**config.mk**
```make
export PLATFORM = sky130hd
export DESIGN_NAME = idex_stage
export DESIGN_NICKNAME = d
export VERILOG_FILES = /design/src/rtl/idex_stage.sv
export SDC_FILE = /design/constraint.sdc
export NUM_CORES = 1
export LEC_CHECK = 0
export ABC_AREA = 1
export CAP_MARGIN = 25
export CORE_AREA = 2 2 165 150
export CTS_CLUSTER_DIAMETER = 150
export DETAILED_ROUTE_END_ITERATION = 7
export DIE_AREA = 0 0 167 152
export GPL_ROUTABILITY_DRIVEN = 0
export GPL_TIMING_DRIVEN = 0
export PLACE_DENSITY = 0.74
export SKIP_CTS_REPAIR_TIMING = 1
export SKIP_LAST_GASP = 1
export SYNTH_ARGS = -nofsm -noshare
export SYNTH_HDL_FRONTEND = slang
export SYNTH_SLANG_ARGS = --single-unit
```
**constraint.sdc**
```tcl
create_clock -name CLK -period 4.1 [get_ports CLK]
set_input_delay 0.615 -clock CLK [delete_from_list [all_inputs] [get_ports CLK]]
set_output_delay 0.615 -clock CLK [all_outputs]
set_load 0.03 [all_outputs]
```
**src/rtl/idex_stage.sv**
```systemverilog
// ID/EX pipeline register with load-use, data-memory-wait and halt handling.
//
// Ports
//   CLK, nRST                : clock, async active-low reset
//   ihit, dhit               : imem / dmem completion strobes
//   exmem_memreq             : EX/MEM holds an outstanding dmem access
//   flush                    : branch/jump taken, squash decode instruction
//   *_id                     : decode-stage instruction word, operands, control
//   *_ex                     : registered EX-stage copies of the *_id inputs
//   valid_ex                 : EX holds a real instruction (0 = bubble)
//   stall_ifid               : combinational, hold PC and IF/ID this cycle
//   halted                   : registered, a halt has reached EX
//   stall_cnt                : saturating count of stall cycles while running
//
// state  | meaning
// RUN    | normal pipelined operation
// HALTED | halt reached EX; every advance loads a bubble until reset
module idex_stage #(
  parameter int CNT_W = 16
) (
  input  logic             CLK,
  input  logic             nRST,
  input  logic             ihit,
  input  logic             dhit,
  input  logic             exmem_memreq,
  input  logic             flush,
  input  logic [31:0]      imemload_id,
  input  logic [31:0]      pc4_id,
  input  logic [31:0]      imm_id,
  input  logic [31:0]      rdat1_id,
  input  logic [31:0]      rdat2_id,
  input  logic             wen_id,
  input  logic             dren_id,
  input  logic             dwen_id,
  input  logic             halt_id,
  input  logic [4:0]       wsel_id,
  input  logic [3:0]       aluop_id,
  output logic [31:0]      imemload_ex,
  output logic [31:0]      pc4_ex,
  output logic [31:0]      imm_ex,
  output logic [31:0]      rdat1_ex,
  output logic [31:0]      rdat2_ex,
  output logic             wen_ex,
  output logic             dren_ex,
  output logic             dwen_ex,
  output logic             halt_ex,
  output logic [4:0]       wsel_ex,
  output logic [3:0]       aluop_ex,
  output logic             valid_ex,
  output logic             stall_ifid,
  output logic             halted,
  output logic [CNT_W-1:0] stall_cnt
);

  typedef enum logic {RUN = 1'b0, HALTED = 1'b1} state_t;

  state_t     state;
  logic [4:0] rs_id;
  logic [4:0] rt_id;
  logic       busy;
  logic       advance;
  logic       lu_hazard;
  logic       bubble;

  assign rs_id   = imemload_id[25:21];
  assign rt_id   = imemload_id[20:16];
  assign busy    = exmem_memreq && !dhit;
  assign advance = ihit && !busy;

  // valid_ex gates the hazard so the bubble it inserts clears it on the next
  // advance and the held instruction loads without a second bubble.
  assign lu_hazard = valid_ex && dren_ex && (wsel_ex != 5'd0) &&
                     ((wsel_ex == rs_id) || (wsel_ex == rt_id));

  assign stall_ifid = busy || lu_hazard || !ihit || halted;
  assign bubble     = (state == HALTED) || flush || lu_hazard;

  always_ff @(posedge CLK or negedge nRST) begin
    if (!nRST) begin
      state       <= RUN;
      halted      <= 1'b0;
      stall_cnt   <= '0;
      imemload_ex <= '0;
      pc4_ex      <= '0;
      imm_ex      <= '0;
      rdat1_ex    <= '0;
      rdat2_ex    <= '0;
      wen_ex      <= 1'b0;
      dren_ex     <= 1'b0;
      dwen_ex     <= 1'b0;
      halt_ex     <= 1'b0;
      wsel_ex     <= '0;
      aluop_ex    <= '0;
      valid_ex    <= 1'b0;
    end else begin
      if ((state == RUN) && stall_ifid && (stall_cnt != {CNT_W{1'b1}}))
        stall_cnt <= stall_cnt + CNT_W'(1);

      if (advance) begin
        if (bubble) begin
          imemload_ex <= '0;
          pc4_ex      <= '0;
          imm_ex      <= '0;
          rdat1_ex    <= '0;
          rdat2_ex    <= '0;
          wen_ex      <= 1'b0;
          dren_ex     <= 1'b0;
          dwen_ex     <= 1'b0;
          halt_ex     <= 1'b0;
          wsel_ex     <= '0;
          aluop_ex    <= '0;
          valid_ex    <= 1'b0;
        end else begin
          imemload_ex <= imemload_id;
          pc4_ex      <= pc4_id;
          imm_ex      <= imm_id;
          rdat1_ex    <= rdat1_id;
          rdat2_ex    <= rdat2_id;
          wen_ex      <= wen_id;
          dren_ex     <= dren_id;
          dwen_ex     <= dwen_id;
          halt_ex     <= halt_id;
          wsel_ex     <= wsel_id;
          aluop_ex    <= aluop_id;
          valid_ex    <= 1'b1;
          if (halt_id) begin
            state  <= HALTED;
            halted <= 1'b1;
          end
        end
      end
    end
  end

endmodule

```
==> results of run 1 <==
[power groups by stage]
stage                     Sequential [W]  Clock [W]  Combinational [W]
after CTS                        0.00188    0.00167           0.000361
final                            0.00188    0.00162           0.000353
after global placement           0.00192          0           0.000354
after global routing             0.00188    0.00174           0.000388
after detailed placement         0.00192          0           0.000359
after floorplan                  0.00192          0           0.000115
[cell usage after synthesis, drive strengths merged]
cell      n  area, um2
nand3    15        110
ha        1       12.5
nor3      6       35.0
xor2      7       61.3
o21ai     2       13.8
buf      35        405
inv     355       1330
nand4    17        106
clkbuf    8       30.0
o22ai   173       2010
nor2     18       67.6
a21boi    1       18.8
nand2    72        285
dfrtp   191       4780
xnor2     7       61.3
[worst register-to-register path, stage by stage, from the launching register on]
cell and delay, ns:
dfrtp_1 0.51, ha_1 0.26, nand3_2 0.14, nor3_2 0.22
nand3_2 0.22, clkbuf_1 0.29, nand4_1 0.17, nand2_1 0.08
[final timing paths]
check,startpoint,cells after the start,slack (ns),end
worst max-delay path,dhit,6,0.45,stall_ifid
worst min-delay path,nRST,1,0.19,rdat1_ex[18]
worst max register to register,stall_cnt[0],7,2.13,stall_cnt[5]
worst min register to register,stall_cnt[13],2,0.53,stall_cnt[13]
max in group asynchronous,nRST,2,2.96,imm_ex[3]
min in group CLK,stall_cnt[13],2,0.53,stall_cnt[13]
[metal layers]
metal	vias to the layer above	track usage	part of all wire
li1	3548	-	-
met5	-	0	0.00069
met3	18	0.0750	0.092
met4	2	0.0521	0.011
met2	270	0.362	0.51
met1	3485	0.232	0.39
[flip-flops by register name, indices dropped and copies added, names as in the netlist]
| name | count |
|---|---|
| imemload_ex | 32 |
| halt_ex | 1 |
| dwen_ex | 1 |
| rdat1_ex | 32 |
| stall_cnt | 16 |
| rdat2_ex | 32 |
| imm_ex | 32 |
| wen_ex | 1 |
| valid_ex | 1 |
| wsel_ex | 5 |
| aluop_ex | 4 |
| state | 1 |
| dren_ex | 1 |
| pc4_ex | 32 |
[stage by stage]
| step | setup slack, ns | cells | util | instance area (um2) |
|---|---|---|---|---|
| after CTS | 0.434 | 1619 | 0.588 | 14000 |
| after global placement | -6.01 | 1586 | 0.563 | 13400 |
| after global routing | 0.317 | 1619 | 0.588 | 14000 |
| final | 0.454 | 1619 | 0.588 | 14000 |
| after detailed placement | 0.435 | 1587 | 0.564 | 13500 |
| after floorplan | 1.79 | 908 | - | 9330 |
[logic make-up after synthesis]
| group | after synthesis | share of synthesized area |
|---|---|---|
| adder cells (fa/ha/maj) | 1 | 0.00134 |
| flip-flops | 191 | 0.512 |
| AO/OA/AOI/OAI | 176 | 0.219 |
| XOR/XNOR | 14 | 0.0131 |
| AND/OR/NAND/NOR | 128 | 0.0647 |
| buffers and inverters | 398 | 0.189 |
[layout make-up]
cell class / instances / area share
plain buffers: 43 / 0.0311
clock buffers: 20 / 0.0319
repair buffers: 371 / 0.267
multi-input cells: 319 / 0.199
clock inverters: 12 / 0.00812
inverters: 355 / 0.0951
well taps: 308 / 0.0275
flip-flops and latches: 191 / 0.341
==> metrics.txt, run 1 <==
Die ar.=~25000 um2; final hold vios=0; drt first pass iters=4; total track usage=0.204; first-pass GRT wire length=40700 um; 1st-iter DRT viols=447; Chip Width=167 um; fin crit period=3.65 ns; distinct cell type count after synthesis=26; final setup vio count=0; Hold Crit Class=input pin to asynchronous set/reset pin; WP data arrival=~3 ns; Setup Skew=0.0125 ns; Logic pwr share=0.092; CP max stage delay=0.67 ns; FF+latch count, synth=~190; Placeable Area=23900 um2; Slew Limit Fails=0; switch share=0.249; # nets final=1478; net switching power=0.000961 W; residual DRC count=0; Area Growth Syn to Fin=50.2%; Routed WL=26000 um; Tcrit/Tclk final=0.889; cell family with most CP delay=buffers and inverters; initial core utilization=0.391; crit path cell chain=clkdlybuf4s50_1 > inv_1 > a21boi_4 > clkbuf_1 > nand3_1 > clkdlybuf4s50_1; Fmax=0.274 GHz; Min Hold Slack=0.191 ns; leakage=around 6.4 nW; setup TNS=0 ns; critical path required time=3.48 ns; Syn Nets=~1100; RSZ-0062 raised after global routing=no; Syn Area/Cell=10.3 um2; Num Clock Sinks=191; Die H=152 um; relative slew slack=0.453; peak ir drop on the vdd network=approximately 170 uV; Mapped Area=9330 um2; Diodes inserted=0; share of layout cells above drive strength 1=0.175; Ports=371; commonest non-fill, non-tap cells in the layout=clkdlybuf4s50_1 (369), inv_1 (350), dfrtp_1 (191); PwrDens=275 nW/um2; initial antenna violation count=1; critical-path maximum fanout=10; internal power=0.00289 W; Worst Max-Slew Pin Slew=~0.82 ns; total CTS buffers=17; Mapped Cells=around 910; Setup crit end kind=output pin; Detail Placement HPWL=around 20000 um; CP max stage cell=clkbuf_1; sequential element share of the synthesized area=0.512; drt via density=4.52; TritonCTS clock tree=built; Pwr Total=0.00385 W; YS warnings=0; via count=7323; most common cell after layout, fill and taps aside=clkdlybuf4s50_1; vias in the first global route=approximately 7400; Register Area=4780 um2; area of the multi-input gates=2790 um2; number of nets with antenna violations after routing=0; max_cap viols=0; site row count=54; DR WL/cell=around 16 um; Worst Path Buf+Inv=4; Clk pwr share=0.420; Critical Path Start Type=input pin; GR Overflow Total=0; Clock Pin Slew Worst Setup and Hold Paths=about 0.070 ns; CTS max path bufs=2; largest net degree at the start of global routing=97; sequential power share=0.488; clk_lat worst skew=0.43 ns; status=complete, no violations; Filler cells=approximately 2100; Port-buffer cells=370; critical path class=input pin to output pin; CTS Root Cell=clkbuf_16; CP most frequent cell=clkdlybuf4s50_1; H-Tree Depth=4
No activity file was read; power rests on OpenSTA's default activity.
==> inputs of run 2 (changes only) <==
- CTS_CLUSTER_SIZE: not set -> 14
==> results of run 2 <==
Final layout, timing and power as in run 1 (identical DEF).
